**config.mk**
```make
export PLATFORM = sky130hd
export DESIGN_NAME = wwm_turn_sm_flat
export DESIGN_NICKNAME = d
export VERILOG_FILES = /design/src/rtl/wwm_turn_sm_if.sv /design/src/rtl/wwm_turn_sm.sv /design/src/flat_wrapper.sv
export SDC_FILE = /design/constraint.sdc
export NUM_CORES = 1
export LEC_CHECK = 0
export BUFFER_PORTS_ARGS = -buffer_cell sky130_fd_sc_hd__buf_2
export CAP_MARGIN = 40
export CELL_PAD_IN_SITES_DETAIL_PLACEMENT = 1
export CELL_PAD_IN_SITES_GLOBAL_PLACEMENT = 1
export CORE_ASPECT_RATIO = 0.8
export CORE_UTILIZATION = 39
export CTS_BUF_LIST = sky130_fd_sc_hd__clkbuf_4
export CTS_CLUSTER_DIAMETER = 80
export DETAILED_ROUTE_END_ITERATION = 8
export GPL_TIMING_DRIVEN = 1
export PLACE_DENSITY = 0.86
export SLEW_MARGIN = 20
export SYNTH_ARGS = -nofsm -noshare
export SYNTH_HDL_FRONTEND = slang
export SYNTH_SLANG_ARGS = --single-unit
```
**constraint.sdc**
```tcl
create_clock -name clk -period 3.1 [get_ports clk]
set_input_delay 0.155 -clock clk [delete_from_list [all_inputs] [get_ports clk]]
set_output_delay 0.155 -clock clk [all_outputs]
set_load 0.02 [all_outputs]
```
**src/rtl/wwm_turn_sm_if.sv**
```systemverilog
// Signal bundle between the turn sequencer and the game front end.
// Start, Ack and Fire are level strobes with no ready: each is acted on only in its own state.
interface wwm_turn_sm_if #(
   parameter int NUM_PLAYERS = 2,
   parameter int COORD_W     = 10,
   parameter int SCORE_W     = 4
);
   localparam int PW = ($clog2(NUM_PLAYERS) > 1) ? $clog2(NUM_PLAYERS) : 1;

   logic                         Start;
   logic                         Ack;
   logic                         Fire;
   logic [COORD_W-1:0]           projectileCenterX;
   logic [COORD_W-1:0]           projectileCenterY;
   logic [COORD_W-1:0]           tgtXLo;
   logic [COORD_W-1:0]           tgtXHi;
   logic [COORD_W-1:0]           tgtYLo;
   logic [COORD_W-1:0]           tgtYHi;
   logic                         q_I;
   logic                         q_Shoot;
   logic                         q_Animate;
   logic                         q_Score;
   logic                         q_Done;
   logic [PW-1:0]                curPlayer;
   logic [NUM_PLAYERS*SCORE_W-1:0] scores;
   logic [PW-1:0]                winner;
   logic                         hitPulse;
   logic                         missPulse;

   modport master (
      output Start, Ack, Fire, projectileCenterX, projectileCenterY,
             tgtXLo, tgtXHi, tgtYLo, tgtYHi,
      input  q_I, q_Shoot, q_Animate, q_Score, q_Done, curPlayer, scores,
             winner, hitPulse, missPulse
   );

   modport slave (
      input  Start, Ack, Fire, projectileCenterX, projectileCenterY,
             tgtXLo, tgtXHi, tgtYLo, tgtYHi,
      output q_I, q_Shoot, q_Animate, q_Score, q_Done, curPlayer, scores,
             winner, hitPulse, missPulse
   );
endinterface

```
**src/rtl/wwm_turn_sm.sv**
```systemverilog
// Turn sequencer for a multi-player artillery game: whose turn, shot outcome, scoring, match end.
// Every output is a register; the one-hot state is visible directly on q_*.
module wwm_turn_sm #(
   parameter int NUM_PLAYERS = 2,
   parameter int COORD_W     = 10,
   parameter int SCORE_W     = 4,
   parameter int WIN_SCORE   = 3,
   parameter int ARENA_XMIN  = 160,
   parameter int ARENA_XMAX  = 775,
   parameter int ARENA_YMIN  = 50,
   parameter int ARENA_YMAX  = 475,
   parameter int TIMEOUT_CYC = 1000000
) (
   input logic          clk,
   input logic          Reset_n,
   wwm_turn_sm_if.slave bus
);
   localparam int PW = ($clog2(NUM_PLAYERS) > 1) ? $clog2(NUM_PLAYERS) : 1;
   localparam int TW = ($clog2(TIMEOUT_CYC) > 0) ? $clog2(TIMEOUT_CYC) : 1;
   localparam logic [SCORE_W-1:0] SCORE_MAX = '1;
   localparam logic [TW-1:0]      TMO_LAST  = TW'(TIMEOUT_CYC - 1);

   typedef enum logic [4:0] {
      S_INIT    = 5'b00001,
      S_SHOOT   = 5'b00010,
      S_ANIMATE = 5'b00100,
      S_SCORE   = 5'b01000,
      S_DONE    = 5'b10000
   } state_t;

   state_t                         state;
   logic [PW-1:0]                  cur_player;
   logic [PW-1:0]                  winner;
   logic [NUM_PLAYERS*SCORE_W-1:0] scores_r;
   logic [TW-1:0]                  tmo_cnt;
   logic                           hit_pulse;
   logic                           miss_pulse;

   logic                           hit;
   logic                           out_of_bounds;
   logic                           timed_out;
   logic [SCORE_W-1:0]             cur_score;
   logic [PW-1:0]                  next_player;

   wire [COORD_W-1:0] px = bus.projectileCenterX;
   wire [COORD_W-1:0] py = bus.projectileCenterY;

   assign hit = (px >= bus.tgtXLo) && (px <= bus.tgtXHi) &&
                (py >= bus.tgtYLo) && (py <= bus.tgtYHi);

   // Arena limits are inclusive: touching an edge already counts as out.
   assign out_of_bounds = (px >= COORD_W'(ARENA_XMAX)) || (px <= COORD_W'(ARENA_XMIN)) ||
                          (py >= COORD_W'(ARENA_YMAX)) || (py <= COORD_W'(ARENA_YMIN));

   assign timed_out   = (tmo_cnt == TMO_LAST);
   assign cur_score   = scores_r[int'(cur_player)*SCORE_W +: SCORE_W];
   assign next_player = (cur_player == PW'(NUM_PLAYERS - 1)) ? '0 : cur_player + 1'b1;

   always_ff @(posedge clk) begin
      if (!Reset_n) begin
         state      <= S_INIT;
         cur_player <= '0;
         winner     <= '0;
         scores_r   <= '0;
         tmo_cnt    <= '0;
         hit_pulse  <= 1'b0;
         miss_pulse <= 1'b0;
      end else begin
         hit_pulse  <= 1'b0;
         miss_pulse <= 1'b0;
         case (state)
            S_INIT: begin
               if (bus.Start) begin
                  scores_r   <= '0;
                  cur_player <= '0;
                  winner     <= '0;
                  state      <= S_SHOOT;
               end
            end
            S_SHOOT: begin
               if (bus.Fire) begin
                  tmo_cnt <= '0;
                  state   <= S_ANIMATE;
               end
            end
            S_ANIMATE: begin
               // A hit is checked first so a target touching the arena edge still scores.
               if (hit) begin
                  scores_r[int'(cur_player)*SCORE_W +: SCORE_W] <=
                     (cur_score == SCORE_MAX) ? cur_score : cur_score + 1'b1;
                  hit_pulse <= 1'b1;
                  state     <= S_SCORE;
               end else if (out_of_bounds || timed_out) begin
                  miss_pulse <= 1'b1;
                  cur_player <= next_player;
                  state      <= S_SHOOT;
               end else begin
                  tmo_cnt <= tmo_cnt + 1'b1;
               end
            end
            S_SCORE: begin
               if (cur_score >= SCORE_W'(WIN_SCORE)) begin
                  winner <= cur_player;
                  state  <= S_DONE;
               end else begin
                  cur_player <= next_player;
                  state      <= S_SHOOT;
               end
            end
            S_DONE: begin
               if (bus.Ack) state <= S_INIT;
            end
            default: state <= S_INIT;
         endcase
      end
   end

   assign bus.q_I       = state[0];
   assign bus.q_Shoot   = state[1];
   assign bus.q_Animate = state[2];
   assign bus.q_Score   = state[3];
   assign bus.q_Done    = state[4];
   assign bus.curPlayer = cur_player;
   assign bus.scores    = scores_r;
   assign bus.winner    = winner;
   assign bus.hitPulse  = hit_pulse;
   assign bus.missPulse = miss_pulse;
endmodule

```
**src/flat_wrapper.sv**
```systemverilog
// flat-port wrapper written by rule: the top's interface ports become plain ports
module wwm_turn_sm_flat 
#(
   parameter int NUM_PLAYERS = 2,
   parameter int COORD_W     = 10,
   parameter int SCORE_W     = 4,
   parameter int WIN_SCORE   = 3,
   parameter int ARENA_XMIN  = 160,
   parameter int ARENA_XMAX  = 775,
   parameter int ARENA_YMIN  = 50,
   parameter int ARENA_YMAX  = 475,
   parameter int TIMEOUT_CYC = 1000000
)
  (clk, Reset_n, bus_Start, bus_Ack, bus_Fire, bus_projectileCenterX, bus_projectileCenterY, bus_tgtXLo, bus_tgtXHi, bus_tgtYLo, bus_tgtYHi, bus_q_I, bus_q_Shoot, bus_q_Animate, bus_q_Score, bus_q_Done, bus_curPlayer, bus_scores, bus_winner, bus_hitPulse, bus_missPulse);
  wwm_turn_sm_if #(.NUM_PLAYERS(NUM_PLAYERS), .COORD_W(COORD_W), .SCORE_W(SCORE_W)) bus_i ();
  input logic clk;
  input logic Reset_n;
  input wire logic [$bits(bus_i.Start)-1:0] bus_Start;
  input wire logic [$bits(bus_i.Ack)-1:0] bus_Ack;
  input wire logic [$bits(bus_i.Fire)-1:0] bus_Fire;
  input wire logic [$bits(bus_i.projectileCenterX)-1:0] bus_projectileCenterX;
  input wire logic [$bits(bus_i.projectileCenterY)-1:0] bus_projectileCenterY;
  input wire logic [$bits(bus_i.tgtXLo)-1:0] bus_tgtXLo;
  input wire logic [$bits(bus_i.tgtXHi)-1:0] bus_tgtXHi;
  input wire logic [$bits(bus_i.tgtYLo)-1:0] bus_tgtYLo;
  input wire logic [$bits(bus_i.tgtYHi)-1:0] bus_tgtYHi;
  output wire logic [$bits(bus_i.q_I)-1:0] bus_q_I;
  output wire logic [$bits(bus_i.q_Shoot)-1:0] bus_q_Shoot;
  output wire logic [$bits(bus_i.q_Animate)-1:0] bus_q_Animate;
  output wire logic [$bits(bus_i.q_Score)-1:0] bus_q_Score;
  output wire logic [$bits(bus_i.q_Done)-1:0] bus_q_Done;
  output wire logic [$bits(bus_i.curPlayer)-1:0] bus_curPlayer;
  output wire logic [$bits(bus_i.scores)-1:0] bus_scores;
  output wire logic [$bits(bus_i.winner)-1:0] bus_winner;
  output wire logic [$bits(bus_i.hitPulse)-1:0] bus_hitPulse;
  output wire logic [$bits(bus_i.missPulse)-1:0] bus_missPulse;
  assign bus_i.Start = bus_Start;
  assign bus_i.Ack = bus_Ack;
  assign bus_i.Fire = bus_Fire;
  assign bus_i.projectileCenterX = bus_projectileCenterX;
  assign bus_i.projectileCenterY = bus_projectileCenterY;
  assign bus_i.tgtXLo = bus_tgtXLo;
  assign bus_i.tgtXHi = bus_tgtXHi;
  assign bus_i.tgtYLo = bus_tgtYLo;
  assign bus_i.tgtYHi = bus_tgtYHi;
  assign bus_q_I = bus_i.q_I;
  assign bus_q_Shoot = bus_i.q_Shoot;
  assign bus_q_Animate = bus_i.q_Animate;
  assign bus_q_Score = bus_i.q_Score;
  assign bus_q_Done = bus_i.q_Done;
  assign bus_curPlayer = bus_i.curPlayer;
  assign bus_scores = bus_i.scores;
  assign bus_winner = bus_i.winner;
  assign bus_hitPulse = bus_i.hitPulse;
  assign bus_missPulse = bus_i.missPulse;
  wwm_turn_sm #(.NUM_PLAYERS(NUM_PLAYERS), .COORD_W(COORD_W), .SCORE_W(SCORE_W), .WIN_SCORE(WIN_SCORE), .ARENA_XMIN(ARENA_XMIN), .ARENA_XMAX(ARENA_XMAX), .ARENA_YMIN(ARENA_YMIN), .ARENA_YMAX(ARENA_YMAX), .TIMEOUT_CYC(TIMEOUT_CYC)) u_core (.clk(clk), .Reset_n(Reset_n), .bus(bus_i));
endmodule
```
==> impl_metrics.tcl, run 1 <==
set metrics [dict create \
    grt_use_total_pct 22.1 \
    die_area_mm2 0.00813 \
    grt_max_degree 15 \
    grt_pass1_wl_mm 14.3 \
    ys_ff_latch 37 \
    core_region_area_mm2 0.00746 \
    critPathLaunch "u_core.bus.curPlayer" \
    placedCellCount 544 \
    vdd_drop_max_uv 164 \
    endpoint "u_core.bus.curPlayer" \
    async_flop_share_pct 0 \
    timing.max_cap.violations 0 \
    pwr_density_cell_mw_per_mm2 337 \
    crit_family "simple AND/OR/NAND/NOR gates" \
    setup_viol 0 \
    vias_per_cell 5.37 \
    cts_buffers 5 \
    layout.cells.non_filler 552 \
    num-nets-final 553 \
    crit_type "register to register" \
    worst_pin_slew_ns 0.606 \
    worst-path-buf-inv 0 \
    ctsHoldBuffers 0 \
    synth_edf_count 0 \
    rsz0062_at_grt "false" \
    grt_pass1_vias 3051 \
    finalCritPeriodShare_pct 84.4 \
    worst_slack_ns 0.484 \
    dp_hpwl_mm 6.90 \
    cpPeakStageDelay_ns 0.62 \
    wl_per_cell_um 15.2 \
    ys_types 69 \
    tns_ns 0 \
    io_buffers 81 \
    max_clock_freq_mhz 382 \
    synth-main-ff-cell "dfxtp_1" \
    area_delta_synth_final_pct 20.6 \
    final_common_cell "buf_2" \
    syn_area_mm2 0.00303 \
    cts_sinks 37 \
    hold_viol 0 \
    slew_headroom_pct 59.4 \
    drive_above_1_share_pct 26.8 \
    drt_iter0_drc 98 \
    ant_nets 0 \
    maxSlewViolCount 0 \
    dp_slack_ns 0.489 \
    holdWs_ns 0.0632 \
    finalWeightedCongestion 0.835 \
    layout_common_cells "81 x buf_2, 42 x inv_1, 42 x ha_1, 37 x dfxtp_1, 28 x nor2_1" \
    die_h_um 80.8 \
    overflow 0 \
    cts-root-buf "clkbuf_4" \
    cts.clk_slew.worst_paths_ns 0.14 \
    min_period_ns 2.62 \
    die_x_um 101 \
    cts_tree "done" \
    finalClockSkew_ns 0.0191 \
    crit_path_top_delay_cell "dfxtp_1" \
    cts_resized 0 \
    antenna_found_initial 0 \
    via_count 2965 \
    utilization_pct 49.0 \
    drtPass1Iterations 5 \
    required_ns 3.41 \
    drc 0 \
    insertion_delay_ns 0.37 \
    rows 28 \
    r2r_cells 7 \
    worst_setup_path_start_kind "register" \
    ios 82 \
    start_util_pct 40.6 \
    cp.arrival_ns 2.92 \
    cp.depth 7 \
    clockBufferDepth 2 \
    crit_chain "mux2_2 > ha_1 > nor3_1 > o221ai_1 > or2_1 > a211o_1 > a21oi_1" \
    synth.net_count 469 \
    cp_max_fo 11 \
    cts_max_level 2 \
    post_cts_buffers 0 \
    end_kind "register" \
    r2r_slack_ns 0.48 \
    avgSynthCellArea_um2 8.37 \
    synthCells 362 \
    synth_seq_area_share_pct 24.4 \
    wl_mm 8.40 \
    power_leakage_nw 1.76 \
    status "finished, final reports clean" \
    hp-class "input pin to register" \
    synth.yosys.warnings 0 \
    rr_endpoint "u_core.bus.curPlayer" \
    rr_startpoint "u_core.bus.curPlayer" \
    antenna_cells 0 \
]
-- cell usage after synthesis (all sizes together), types with 4 or more instances --
| master | count | area, um^2 |
|---|---|---|
| ha | 42 | 526 |
| inv | 42 | 158 |
| dfxtp | 37 | 741 |
| nor2 | 31 | 124 |
| a21oi | 24 | 135 |
| nand3 | 20 | 100 |
| o21ai | 19 | 95.1 |
| nand2 | 17 | 63.8 |
| nor3 | 9 | 50.1 |
| nand4 | 8 | 50.1 |
| a211oi | 7 | 57.6 |
| a22o | 6 | 52.6 |
| a31oi | 6 | 43.8 |
| and4 | 6 | 55.1 |
| mux2i | 6 | 60.1 |
| xnor2 | 6 | 52.6 |
| nand3b | 5 | 37.5 |
| or2 | 5 | 31.3 |
| a21o | 4 | 30.0 |
| and2 | 4 | 27.5 |
| and3 | 4 | 32.5 |
| mux2 | 4 | 45.0 |
| nand2b | 4 | 25.0 |
| nor4b | 4 | 56.3 |
-- per-stage QoR --
step           total power [W]  cell area (um^2)
6_report               0.00123              3650
5_1_grt                0.00130              3650
4_1_cts                0.00124              3650
3_5_place_dp          0.000794              3550
3_3_place_gp          0.000778              3550
2_1_floorplan         0.000683              3030
-- how the worst min path moves through the flow --
stage	start	end	slack, ns	cells after the start
after global placement	Reset_n	u_core.state[0]	0.44	2
after global routing	Reset_n	u_core.state[0]	0.07	2
after floorplan	bus_Fire	u_core.state[1]	0.35	2
after detailed placement	Reset_n	u_core.state[0]	0.45	2
after CTS	Reset_n	u_core.state[0]	0.06	2
final	Reset_n	u_core.state[0]	0.06	2
-- layout make-up --
cell class / count / area, um^2
fillers: 942 / 3810
clock buffers: 5 / 37.5
inverters: 43 / 161
well taps: 105 / 131
repair buffers: 82 / 413
clock inverters: 3 / 68.8
multi-input cells: 277 / 2100
flip-flops and latches: 37 / 741
-- logic make-up (layout without fill, tap and decap cells) --
group                      Yosys count  count (layout)  share of synthesized area (%)
xor gates and xnor gates             9               9                           2.60
muxes                               10              10                           3.47
and+or+nand+nor                    128             128                           24.1
adders and majority gates           42              42                           17.3
buffers and inverters               48             133                           6.23
AOI/OAI and AO/OA                   88              88                           21.8
DFF                                 37              37                           24.4
-- per-layer routing --
layer	global-route usage, %	wire length, um	vias up
met5	0	0	-
met4	4.78	64	0
met3	2.84	238	7
met2	38.8	4020	52
met1	29.2	4080	1414
li1	-	-	1492
-- power by group --
part           internal [W]  switching (W)
Sequential         0.000481     0.00000976
Clock              0.000254       0.000193
Combinational      0.000126       0.000167
-- flip-flops by register name (all words and copies together) (netlist names) --
register and flops:
u_core.bus.scores 8, u_core.bus.hitPulse 1, u_core.bus.curPlayer 1, u_core.bus.winner 1, u_core.tmo_cnt 20, u_core.bus.missPulse 1, u_core.state 5
No activity file was read; power rests on OpenSTA's default activity.
==> run 2: changes to the inputs <==
--- a/config.mk
+++ b/config.mk
@@ -5,17 +5,18 @@
 export SDC_FILE = /design/constraint.sdc
 export NUM_CORES = 1
 export LEC_CHECK = 0
+export ABC_AREA = 1
 export BUFFER_PORTS_ARGS = -buffer_cell sky130_fd_sc_hd__buf_2
 export CAP_MARGIN = 40
 export CELL_PAD_IN_SITES_DETAIL_PLACEMENT = 1
 export CELL_PAD_IN_SITES_GLOBAL_PLACEMENT = 1
 export CORE_ASPECT_RATIO = 0.8
-export CORE_UTILIZATION = 39
+export CORE_UTILIZATION = 35
 export CTS_BUF_LIST = sky130_fd_sc_hd__clkbuf_4
 export CTS_CLUSTER_DIAMETER = 80
 export DETAILED_ROUTE_END_ITERATION = 8
 export GPL_TIMING_DRIVEN = 1
-export PLACE_DENSITY = 0.86
+export PLACE_DENSITY = 0.84
 export SLEW_MARGIN = 20
 export SYNTH_ARGS = -nofsm -noshare
 export SYNTH_HDL_FRONTEND = slang
==> constraint.sdc (replaced) <==
create_clock -name clk -period 2.1 [get_ports clk]
set_input_delay 0.105 -clock clk [delete_from_list [all_inputs] [get_ports clk]]
set_output_delay 0.105 -clock clk [all_outputs]
set_load 0.02 [all_outputs]
==> impl_metrics.tcl, run 2 <==
set metrics [dict create \
    die_h_um 92.3 \
    synth-simple-area-share_pct 38.8 \
    worst_slack_ns 0.206 \
    layout.cells.non_filler 787 \
    insertion_delay_ns 0.35 \
    dp_slack_ns 0.0318 \
    slew_headroom_pct 72.3 \
    grt_pass1_wl_mm 18.8 \
    min_period_ns 1.89 \
    tns_ns 0 \
    top_register "u_core.tmo_cnt" \
    placedCellCount 780 \
    cts_tree "done" \
    drc 0 \
    grt_pass1_vias 4081 \
    cts_sinks 37 \
    crit_path_top_delay_cell "dfxtp_2" \
    start_util_pct 36.6 \
    pwr_density_cell_mw_per_mm2 419 \
    synth.net_count 672 \
    synth_top_cell_area_share_pct 20.7 \
    status "finished, final reports clean" \
    r2r_slack_ns 0.21 \
    syn_area_mm2 0.00357 \
    worstHoldStart "Reset_n" \
    worst_pin_slew_ns 0.411 \
    synthCells 565 \
    vdd_drop_max_uv 285 \
    synth_top_family_by_area "simple AND/OR/NAND/NOR gates" \
    power_leakage_nw 2.06 \
    setup_viol 0 \
    synthAdderAreaFrac_pct 14.7 \
    hold_viol 0 \
    ys_ff_latch 37 \
    maxSlewViolCount 0 \
    via_count 3895 \
    regArea_um2 742 \
    drt_iter0_drc 129 \
    critPathLaunch "u_core.bus.curPlayer" \
    synth-compound-area-share_pct 8.97 \
    yosys.area.top_type "dfxtp_1" \
    synthTopCellsByArea "dfxtp_1 21%, ha_1 15%, nand2_1 13%" \
    postPlaceCellArea_mm2 0.00416 \
    max_clock_freq_mhz 528 \
    dp_hpwl_mm 9.26 \
    end_kind "register" \
    timing.max_cap.violations 0 \
    cpPeakStageDelay_ns 0.35 \
    fillers 1375 \
    synth_top_cells_by_count "126 x nand2_1, 97 x inv_1, 63 x nor2_1, 48 x nand3_1, 42 x ha_1" \
    power.total_w 0.00178 \
    hp-class "input pin to register" \
    antenna_cells 0 \
    cts.clk_slew.worst_paths_ns 0.11 \
    cts_max_level 2 \
    synth_edf_count 0 \
    required_ns 2.35 \
    yosysMostFrequentCell "nand2_1" \
    synth.yosys.warnings 0 \
    cp.depth 15 \
    async_flop_share_pct 0 \
    crit_family "simple AND/OR/NAND/NOR gates" \
    layout_common_cells "126 x nand2_1, 97 x inv_1, 81 x buf_2, 63 x nor2_1, 48 x nand3_1" \
    grt_max_degree 22 \
    wl_per_cell_um 14.2 \
    rr_startpoint "u_core.bus.curPlayer" \
    finalWeightedCongestion 0.900 \
    finalCritPeriodShare_pct 90.2 \
    antenna_found_initial 0 \
    ys_types 37 \
    core_region_area_mm2 0.00977 \
    io_buffers 81 \
    area_delta_synth_final_pct 18.6 \
    die_area_mm2 0.0106 \
    crit_chain "inv_2 > or2_0 > o21ai_1 > inv_1 > ha_1 > inv_1 > nand2_1 > inv_1 > a21oi_2 > nor3_2 > nand2_1 > nor2_4 > nand2_1 > nand2_1 > nor2_1" \
    finalClockSkew_ns 0.0103 \
    wl_mm 11.2 \
    cp_max_fo 6 \
    avgSynthCellArea_um2 6.32 \
    die_x_um 115 \
    overflow 0 \
    finalInstanceArea_mm2 0.00424 \
    worst-path-buf-inv 4 \
    synth-main-ff-cell "dfxtp_1" \
    drive_above_1_share_pct 20.3 \
    synth.area.mux_share_pct 0 \
    grt_use_total_pct 21.9 \
    cp.arrival_ns 2.14 \
    worst_setup_path_start_kind "register" \
    multiInputGateArea_mm2 0.00240 \
    rr_endpoint "u_core.bus.curPlayer" \
    clockBufferDepth 2 \
    r2r_cells 15 \
    cts_buffers 5 \
    vias_per_cell 4.95 \
    ios 82 \
    largest_reg_flops 20 \
    rows 32 \
    post_cts_buffers 0 \
    synth_seq_area_share_pct 20.7 \
    final_common_cell "nand2_1" \
    critPathMostFrequentCell "nand2_1" \
    endpoint "u_core.bus.curPlayer" \
    num-nets-final 758 \
    ant_nets 0 \
    cts-root-buf "clkbuf_4" \
    drtPass1Iterations 4 \
    crit_type "register to register" \
    synth_xor_area_share_pct 4.17 \
]
## run 2: cells by family after synthesis
| group | count (synthesis) |
|---|---|
| AOI/OAI and AO/OA | 57 |
| xor gates and xnor gates | 17 |
| adders and majority gates | 42 |
| buffers and inverters | 113 |
| DFF | 37 |
| and+or+nand+nor | 299 |
## run 2: power breakdown
part,switching [W],total (W),internal [W]
sequential,0.0000185,0.000743,0.000725
clock,0.000242,0.000377,0.000135
combinational,0.000416,0.000655,0.000239
## run 2: metal layers
layer | share of wire [%] | global-route usage [%] | wire length (um) | vias up
met5 | 0 | 0 | 0 | -
met4 | 1.1 | 5.19 | 125 | 0
met3 | 3.2 | 2.81 | 360 | 11
met2 | 49 | 39.7 | 5430 | 66
met1 | 47 | 27.3 | 5250 | 1841
li1 | - | - | - | 1977
## run 2: worst min-delay path by stage
stage / end / slack (ns) / cells past startpoint
finish: u_core.state[0] / 0.009 / 2
global route: u_core.state[0] / 0.03 / 2
CTS: u_core.state[0] / 0.005 / 2
detailed placement: u_core.state[0] / 0.36 / 2
global placement: u_core.state[0] / 0.36 / 2
floorplan: u_core.state[0] / 0.19 / 1
## run 2: final cells by class
cell class | instances | share of cell area [%]
Multi-Input combinational cell | 415 | 56.7
Sequential cell | 37 | 17.5
Timing Repair Buffer | 91 | 11.6
Inverter | 101 | 8.95
Tap cell | 136 | 4.02
Clock buffer | 6 | 1.06
Clock inverter | 1 | 0.0886
## run 2: metrics by stage
step	util [%]	hold slack, ns
2_1_floorplan	-	0.189
3_3_place_gp	42.6	0.362
3_5_place_dp	42.6	0.363
4_1_cts	43.1	0.00548
5_1_grt	43.4	0.0275
6_report	43.4	0.00895
## run 2: repair_timing
action | in CTS | in global routing
endpoints found under the setup margin | 0 | 17
hold buffers | 0 | 0
gates resized for setup | 0 | 8
==> run 3: changes to the inputs <==
--- a/config.mk
+++ b/config.mk
@@ -8,7 +8,7 @@
 export ABC_AREA = 1
 export BUFFER_PORTS_ARGS = -buffer_cell sky130_fd_sc_hd__buf_2
 export CAP_MARGIN = 40
-export CELL_PAD_IN_SITES_DETAIL_PLACEMENT = 1
+export CELL_PAD_IN_SITES_DETAIL_PLACEMENT = 0
 export CELL_PAD_IN_SITES_GLOBAL_PLACEMENT = 1
 export CORE_ASPECT_RATIO = 0.8
 export CORE_UTILIZATION = 35
==> impl_metrics.tcl, run 3 (synthesized netlist as in run 2, its figures left out) <==
set metrics [dict create \
    netSwitchingFraction_pct 38.1 \
    cp_max_fo 21 \
    start_util_pct 36.6 \
    grt_use_total_pct 18.2 \
    layout.cells.non_filler 789 \
    hp-class "input pin to register" \
    cts.clk_slew.worst_paths_ns 0.12 \
    busiest_layer "met2" \
    min_period_ns 1.87 \
    worst_setup_path_start_kind "register" \
    overflow 0 \
    top_register "u_core.tmo_cnt" \
    dp_hpwl_mm 7.57 \
    finalCritPeriodShare_pct 89.2 \
    post_cts_buffers 0 \
    rr_startpoint "u_core.tmo_cnt[0]" \
    insertion_delay_ns 0.36 \
    finalWeightedCongestion 0.900 \
    slew_headroom_pct 70.7 \
    vdd_drop_max_uv 300 \
    grtUsageMet2_pct 30.1 \
    vias_per_cell 4.70 \
    via_count 3711 \
    ant_nets 0 \
    die_x_um 115 \
    fillers 1063 \
    power.share.combinational_pct 35.5 \
    seqPwrFrac_pct 42.5 \
    core_region_area_mm2 0.00977 \
    wl_mm 9.23 \
    die_h_um 92.3 \
    rows 32 \
    use_met3_pct 2.16 \
    r2r_slack_ns 0.23 \
    met1_usage_pct 24.5 \
    setup_viol 0 \
    grt_pass1_vias 3508 \
    pwr_density_cell_mw_per_mm2 412 \
    final_common_cell "nand2_1" \
    finalClockSkew_ns 0.00868 \
    status "finished, final reports clean" \
    drt_iter0_drc 171 \
    layout_common_cells "126 x nand2_1, 97 x inv_1, 81 x buf_2, 63 x nor2_1, 48 x nand3_1" \
    cts-root-buf "clkbuf_4" \
    hold_viol 0 \
    drive_above_1_share_pct 20.4 \
    grt_pass1_wl_mm 15.6 \
    largest_reg_flops 20 \
    tns_ns 0 \
    max_clock_freq_mhz 534 \
    cts_buffers 5 \
    drtPass1Iterations 4 \
    rr_endpoint "u_core.tmo_cnt[8]" \
    power_frac_clock_pct 22.0 \
    cts_tree "done" \
    area_delta_synth_final_pct 18.6 \
    worstHoldStart "bus_Ack" \
    ios 82 \
    crit_type "register to register" \
    io_buffers 81 \
    required_ns 2.40 \
    p_sw_w 0.000664 \
    power_leakage_nw 2.06 \
    num-nets-final 759 \
    end_kind "register" \
    timing.max_cap.violations 0 \
    hold_depth 4 \
    rsz0062_at_grt "false" \
    holdPathEnd "u_core.state[4]" \
    drc 0 \
    r2r_cells 10 \
    die_area_mm2 0.0106 \
    cts_sinks 37 \
    maxSlewViolCount 0 \
    p_int_w 0.00108 \
    clockBufferDepth 2 \
    cts_max_level 2 \
    antenna_found_initial 0 \
    worst_pin_slew_ns 0.435 \
    cp.arrival_ns 2.17 \
    placedCellCount 780 \
    wl_per_cell_um 11.7 \
    grt_max_degree 22 \
    antenna_cells 0 \
]
-- run 3: worst max-delay path by stage --
stage,from,depth (start not counted),to,slack (ns)
after floorplan,u_core.bus.curPlayer,15,u_core.bus.curPlayer,0.09
after global placement,u_core.bus.curPlayer,14,u_core.bus.curPlayer,0.16
after detailed placement,u_core.bus.curPlayer,14,u_core.bus.curPlayer,0.13
after CTS,u_core.bus.curPlayer,13,u_core.state[1],0.09
after global routing,u_core.tmo_cnt[0],10,u_core.tmo_cnt[9],0.02
final,u_core.tmo_cnt[0],10,u_core.tmo_cnt[8],0.23
-- run 3: layer usage --
metal	routed length (um)	vias up	share of wire (%)
met2	4040	92	44
met5	0	-	0
met4	139	0	1.5
met3	442	12	4.8
met1	4600	1620	50
li1	-	1987	-
-- run 3: cell type report --
cell class	instances	area (um^2)	area share, %
Clock buffer	5	37.5	0.886
Clock inverter	3	17.5	0.414
Inverter	101	379	8.95
Multi-Input combinational cell	415	2390	56.3
Sequential cell	37	742	17.5
Tap cell	136	170	4.02
Timing Repair Buffer	92	503	11.9
-- run 3: through the flow --
stage	util, %	cell area, um^2	setup slack, ns	hold WS, ns	power (W)
2_1_floorplan	-	3570	0.0875	0.189	0.00117
3_3_place_gp	42.6	4160	0.159	0.362	0.00136
3_5_place_dp	42.6	4160	0.126	0.355	0.00137
4_1_cts	43.3	4230	0.0906	0.0639	0.00176
5_1_grt	43.4	4240	0.0164	0.0696	0.00190
6_report	43.4	4240	0.226	0.0677	0.00175
-- run 3: timing repair --
item | CTS | global route
gates resized for setup | 0 | 5
hold buffers | 1 | 0
endpoints found under the setup margin | 0 | 5
endpoints found under the hold margin | 2 | 0
-- run 3: critical path, stage by stage, from the launching register on --
cell and delay [ns]:
dfxtp_1 0.36, ha_1 0.25, nand2_1 0.16, nor2_4 0.06
nand4_1 0.09, nand3_1 0.08, nor3_2 0.18, nand2_4 0.16
nand2_4 0.23, nand2_1 0.09, a21oi_1 0.13
-- run 3: power groups by stage --
stage | clock, W | sequential (W) | combinational (W)
3_3_place_gp | 0 | 0.000756 | 0.000602
6_report | 0.000385 | 0.000742 | 0.000619
2_1_floorplan | 0 | 0.000785 | 0.000383
4_1_cts | 0.000401 | 0.000741 | 0.000616
5_1_grt | 0.000433 | 0.000748 | 0.000716
3_5_place_dp | 0 | 0.000757 | 0.000611
